## config.mk

```make
export PLATFORM = sky130hd
export DESIGN_NAME = bus_arbiter_rr
export DESIGN_NICKNAME = d
export VERILOG_FILES = /design/src/rtl/bus_arbiter_rr_pkg.sv /design/src/rtl/bus_arbiter_rr_rr_pick.sv /design/src/rtl/bus_arbiter_rr.sv
export SDC_FILE = /design/constraint.sdc
export NUM_CORES = 1
export LEC_CHECK = 0
export CAP_MARGIN = 20
export CORE_AREA = 3 3 40 42
export DETAILED_ROUTE_END_ITERATION = 10
export DIE_AREA = 0 0 43 45
export PLACE_DENSITY = 0.79
export SYNTH_ARGS = -nofsm -noshare
export SYNTH_HDL_FRONTEND = slang
export SYNTH_HIERARCHICAL = 1
export SYNTH_SLANG_ARGS = --single-unit
```

## constraint.sdc

```tcl
create_clock -name clk -period 3.75 [get_ports clk]
set_input_delay 1.125 -clock clk [delete_from_list [all_inputs] [get_ports clk]]
set_output_delay 1.125 -clock clk [all_outputs]
set_load 0.02 [all_outputs]
```

## src/rtl/bus_arbiter_rr_pkg.sv

```systemverilog
// bus_arbiter_rr_pkg: shared bus constants, arbiter defaults and FSM state type
package bus_arbiter_rr_pkg;
  localparam int BUS_DATA_W = 32;
  localparam int BUS_ADDR_W = 32;
  localparam int MASTER_NUM_DEF = 4;
  localparam int TIMEOUT_CYCLES_DEF = 255;
  typedef enum logic {IDLE, OWNED} arb_state_e;
endpackage

```

## src/rtl/bus_arbiter_rr_rr_pick.sv

```systemverilog
// rr_pick: combinational round-robin pick, searching upward from last_i+1 with wrap
module rr_pick
  import bus_arbiter_rr_pkg::*;
#(
  parameter int N = MASTER_NUM_DEF,
  parameter int W = $clog2(N)
) (
  input  logic [N-1:0] req_i,
  input  logic [W-1:0] last_i,
  output logic [W-1:0] idx_o,
  output logic         valid_o
);
  logic [W-1:0] j;
  // walk from farthest to nearest so the nearest requester overrides
  always_comb begin
    idx_o = '0;
    j = '0;
    for (int i = N; i >= 1; i--) begin
      j = W'((int'(last_i) + i) % N);
      if (req_i[j]) idx_o = j;
    end
  end
  assign valid_o = |req_i;
endmodule

```

## src/rtl/bus_arbiter_rr.sv

```systemverilog
// bus_arbiter_rr: round-robin bus arbiter, IDLE/OWNED FSM with one turnaround cycle.
// Optional watchdog abort enabled by BUS_ARB_TIMEOUT_EN.
module bus_arbiter_rr
  import bus_arbiter_rr_pkg::*;
#(
  parameter int MASTER_NUM = MASTER_NUM_DEF
`ifdef BUS_ARB_TIMEOUT_EN
  , parameter int TIMEOUT_CYCLES = TIMEOUT_CYCLES_DEF
`endif
) (
  input  logic                          clk,
  input  logic                          rst,
  input  logic [MASTER_NUM-1:0]         req_i,
  input  logic                          ready_i,
  output logic [MASTER_NUM-1:0]         grant_o,
  output logic [$clog2(MASTER_NUM)-1:0] owner_o,
  output logic                          busy_o
`ifdef BUS_ARB_TIMEOUT_EN
  , output logic                        timeout_o
`endif
);
  localparam int W = $clog2(MASTER_NUM);
  arb_state_e state_q, state_d;
  logic [MASTER_NUM-1:0] grant_q, grant_d;
  logic [W-1:0] owner_q, owner_d, last_q, last_d, pick_idx;
  logic pick_valid, own_req, tmo_hit;
  rr_pick #(.N(MASTER_NUM), .W(W)) u_pick (
    .req_i(req_i),
    .last_i(last_q),
    .idx_o(pick_idx),
    .valid_o(pick_valid)
  );
  assign own_req = |(req_i & grant_q);
`ifdef BUS_ARB_TIMEOUT_EN
  localparam int CW = (TIMEOUT_CYCLES > 255) ? 16 : 8;
  logic [CW-1:0] cnt_q, cnt_d;
  logic timeout_q, timeout_d;
  // completion and withdrawal both take precedence over the watchdog
  assign tmo_hit = state_q == OWNED && cnt_q == CW'(TIMEOUT_CYCLES - 1) && !ready_i && own_req;
  always_comb begin
    cnt_d = state_q == OWNED ? cnt_q + 1'b1 : '0;
    timeout_d = tmo_hit;
  end
  always_ff @(posedge clk or posedge rst) begin
    if (rst) begin
      cnt_q <= '0;
      timeout_q <= 1'b0;
    end else begin
      cnt_q <= cnt_d;
      timeout_q <= timeout_d;
    end
  end
  assign timeout_o = timeout_q;
`else
  assign tmo_hit = 1'b0;
`endif
  always_comb begin
    state_d = state_q;
    grant_d = grant_q;
    owner_d = owner_q;
    last_d = last_q;
    if (state_q == IDLE) begin
      if (pick_valid) begin
        state_d = OWNED;
        grant_d = MASTER_NUM'(1) << pick_idx;
        owner_d = pick_idx;
        last_d = pick_idx;
      end
    end else if (ready_i || !own_req || tmo_hit) begin
      state_d = IDLE;
      grant_d = '0;
      owner_d = '0;
    end
  end
  always_ff @(posedge clk or posedge rst) begin
    if (rst) begin
      state_q <= IDLE;
      grant_q <= '0;
      owner_q <= '0;
      last_q <= W'(MASTER_NUM - 1);
    end else begin
      state_q <= state_d;
      grant_q <= grant_d;
      owner_q <= owner_d;
      last_q <= last_d;
    end
  end
  assign grant_o = grant_q;
  assign owner_o = owner_q;
  assign busy_o = state_q == OWNED;
endmodule

```

==> flow_summary_export.csv <==
group,metric,value,unit
setup_path,crit_type,"flop to output pin",
cts,clk_pin_slew,0.06,ns
pwr,vdd_drop_max,0.363,mV
layout,diodes,0,
synthesis,synth_nets,63,
detailed_routing,wl,1250,um
timing,slew_viol_final,0,
layout,post-route-util,0.562,
cts,clock_latency,0.26,ns
timing,timing.final.crit_share,0.694,
timing,finalSetupViolCount,0,
setup_path,cp_cell_sequence,"clkdlybuf4s50_1",
synthesis,synth_seq_cells,9,
timing,holdWs,0.556,ns
setup_path,cp-end-kind,"output pin",
synthesis,yosysTopAreaCell,"dfrtp_1",
setup_path,cp_max_fo,11,
setup_path,crit_path_start,"busy_o$_DFF_PP0_",
setup_path,cp.arrival,1.48,ns
detailed_routing,drt_first_pass_iters,4,
cts,cts_tree,"done",
timing,clock-skew-final,0.00498,ns
cts,cts_hold_buf,0,
synthesis,synthCells,56,
floorplan,rows,13,
floorplan,die_x,43,um
grt,grt_first_pass_wirelength,2190,um
detailed_routing,ant_nets,0,
synthesis,synth_cell_types,20,
pwr,comb_power_share,0.498,
setup_path,start_kind,"flop",
synthesis,syn_avg_cell_area,9.94,um2
pwr,swShare,0.412,
floorplan,floorplan.initialDensity,0.433,
synthesis,syn-cell-area,557,um2
cts,cts_max_level,1,
layout,final_layout_size_suffix_gt1_frac,0.141,
grt,first_global_vias,489,
pwr,powerDensity,788,nW/um2
setup_path,worstPathRequired,2.62,ns
timing,finalCriticalPeriod,2.60,ns
synthesis,synth_warnings,6,
cts,post_cts_resized,0,
timing,hold_viol,0,
cts,cts_inserted_buffers,3,
synthesis,yosysTopAreaCellShare,0.315,
place,gp_congestion,0.735,
floorplan,core-area,1280,um2
layout,fin_cells,86,
cts,clock_sinks,9,
floorplan,die_h,45,um
detailed_routing,drc_errors,0,
layout,syn_to_final_growth,29.7,%
detailed_routing,via_per_inst,5.59,
hold_path,worstHoldStart,"owner_o[0]$_DFFE_PP0P_",
pwr,netSwitchingPower,234,uW
detailed_routing,dr_total_vias,481,
pwr,internal_power,335,uW
cts,cts_root_buf,"clkbuf_4",
timing,worstMarginPinSlew,0.458,ns
setup_path,cpLargestDelayFamily,"buffers and inverters",
timing,setup_ws,1.15,ns
pwr,power.share.sequential,0.369,
layout,multi_input_area,308,um2
layout,nFillCells,121,
grt,grt_max_degree,12,
setup_path,critical_path.max_stage_delay,0.68,ns
detailed_routing,drt-initial-drc-count,6,
pwr,p_leak,0.312,nW
floorplan,die_area,1940,um2
layout,seq_area,228,um2
layout,final_cell_mix,"13 x clkdlybuf4s50_1, 7 x nand2_1, 7 x dfrtp_1",
place,numPortBuffers,13,
timing,fmax,384,MHz
synthesis,ys_seq_area_frac,0.409,
floorplan,io_pins,14,
timing,rsz0062_at_grt,"false",
grt,antenna_found_initial,0,
hold_path,min_path_type,"flop to flop",
detailed_routing,wl_per_cell,14.5,um
grt,grt_use_total,0.155,
grt,gr-total-overflow,0,
place,post-place-ws,0.961,ns
place,dpl.hpwl,891,um
timing,relSlewSlack,0.695,
cts,clock_path_buffers,2,
flow_run,drv_cap,0,
layout,final_common_cell,"clkdlybuf4s50_1",
cts,post_cts_buffers,0,
run_status,status,"complete, no violations",
setup_path,r2r-start,"last_q[1]$_DFFE_PP1P_",
setup_path,path_buf_inv,1,
pwr,clockPowerShare,0.133,
layout,nets,79,
timing,setup_total_negative_slack,0,ns
setup_path,crit_slowest_cell,"clkdlybuf4s50_1",
place,placed_cells,82,
synthesis,synthTopCellsByArea,"dfrtp_1 31%, mux2i_1 11%, dfstp_2 9.4%",
==> cells by family after synthesis <==
| logic type | count (synthesis) | synth area share |
|---|---|---|
| AND/OR/NAND/NOR | 19 | 0.173 |
| AO/OA/AOI/OAI | 15 | 0.231 |
| flip-flops | 9 | 0.409 |
| multiplexers | 8 | 0.148 |
| buffers and inverters | 5 | 0.0382 |
==> Yosys cell counts (all sizes together) <==
library cell	count
dfrtp	7
nand2	7
mux2i	6
nand2b	4
o22ai	4
a21oi	3
inv	3
nor2	3
nor2b	3
a31oi	2
and2b	2
buf	2
dfstp	2
mux2	2
o32ai	2
a221oi	1
a22o	1
o21ai	1
o221ai	1
==> power by group through the flow <==
stage / Sequential, mW / Combinational [mW] / Clock (mW)
floorplan: 0.228 / 0.158 / 0
global placement: 0.208 / 0.277 / 0
detailed placement: 0.211 / 0.284 / 0
CTS: 0.210 / 0.285 / 0.0794
global route: 0.218 / 0.308 / 0.0865
finish: 0.210 / 0.283 / 0.0757
==> state kept, by name, summed over array words and instances, names as in the netlist <==
signal / flops
busy_o: 1
grant_o: 4
owner_o: 2
last_q: 2
==> through the flow <==
stage	power, mW	instance area (um2)
after floorplan	0.387	557
after global placement	0.485	696
after detailed placement	0.495	696
after CTS	0.575	722
after global routing	0.613	722
final	0.569	722
==> layer usage <==
layer  vias up  wire (um)  track usage
met5         -          0            0
met4         0          0       0.0542
met3         0         74       0.0637
met2        16        591        0.237
met1       233        583        0.199
li1        232          -            -
==> area by class of cell <==
| class | instances | area share |
|---|---|---|
| clock buffer | 4 | 0.0364 |
| inverter | 3 | 0.0156 |
| timing repair buffer | 13 | 0.180 |
| multi-input combinational | 42 | 0.426 |
| sequential | 9 | 0.315 |
| tap | 15 | 0.0260 |
==> final timing paths <==
kind	cells after the start	to	slack [ns]
setup reg to reg	5	grant_o[2]$_DFFE_PP0P_	2.15
hold reg to reg	2	owner_o[0]$_DFFE_PP0P_	0.56
hold / removal	2	owner_o[0]$_DFFE_PP0P_	0.56
min in group asynchronous	2	grant_o[1]$_DFFE_PP0P_	1.13
setup / recovery	1	busy_o	1.15
max in group asynchronous	2	last_q[1]$_DFFE_PP1P_	2.31
(Power assumes the default switching activity.)
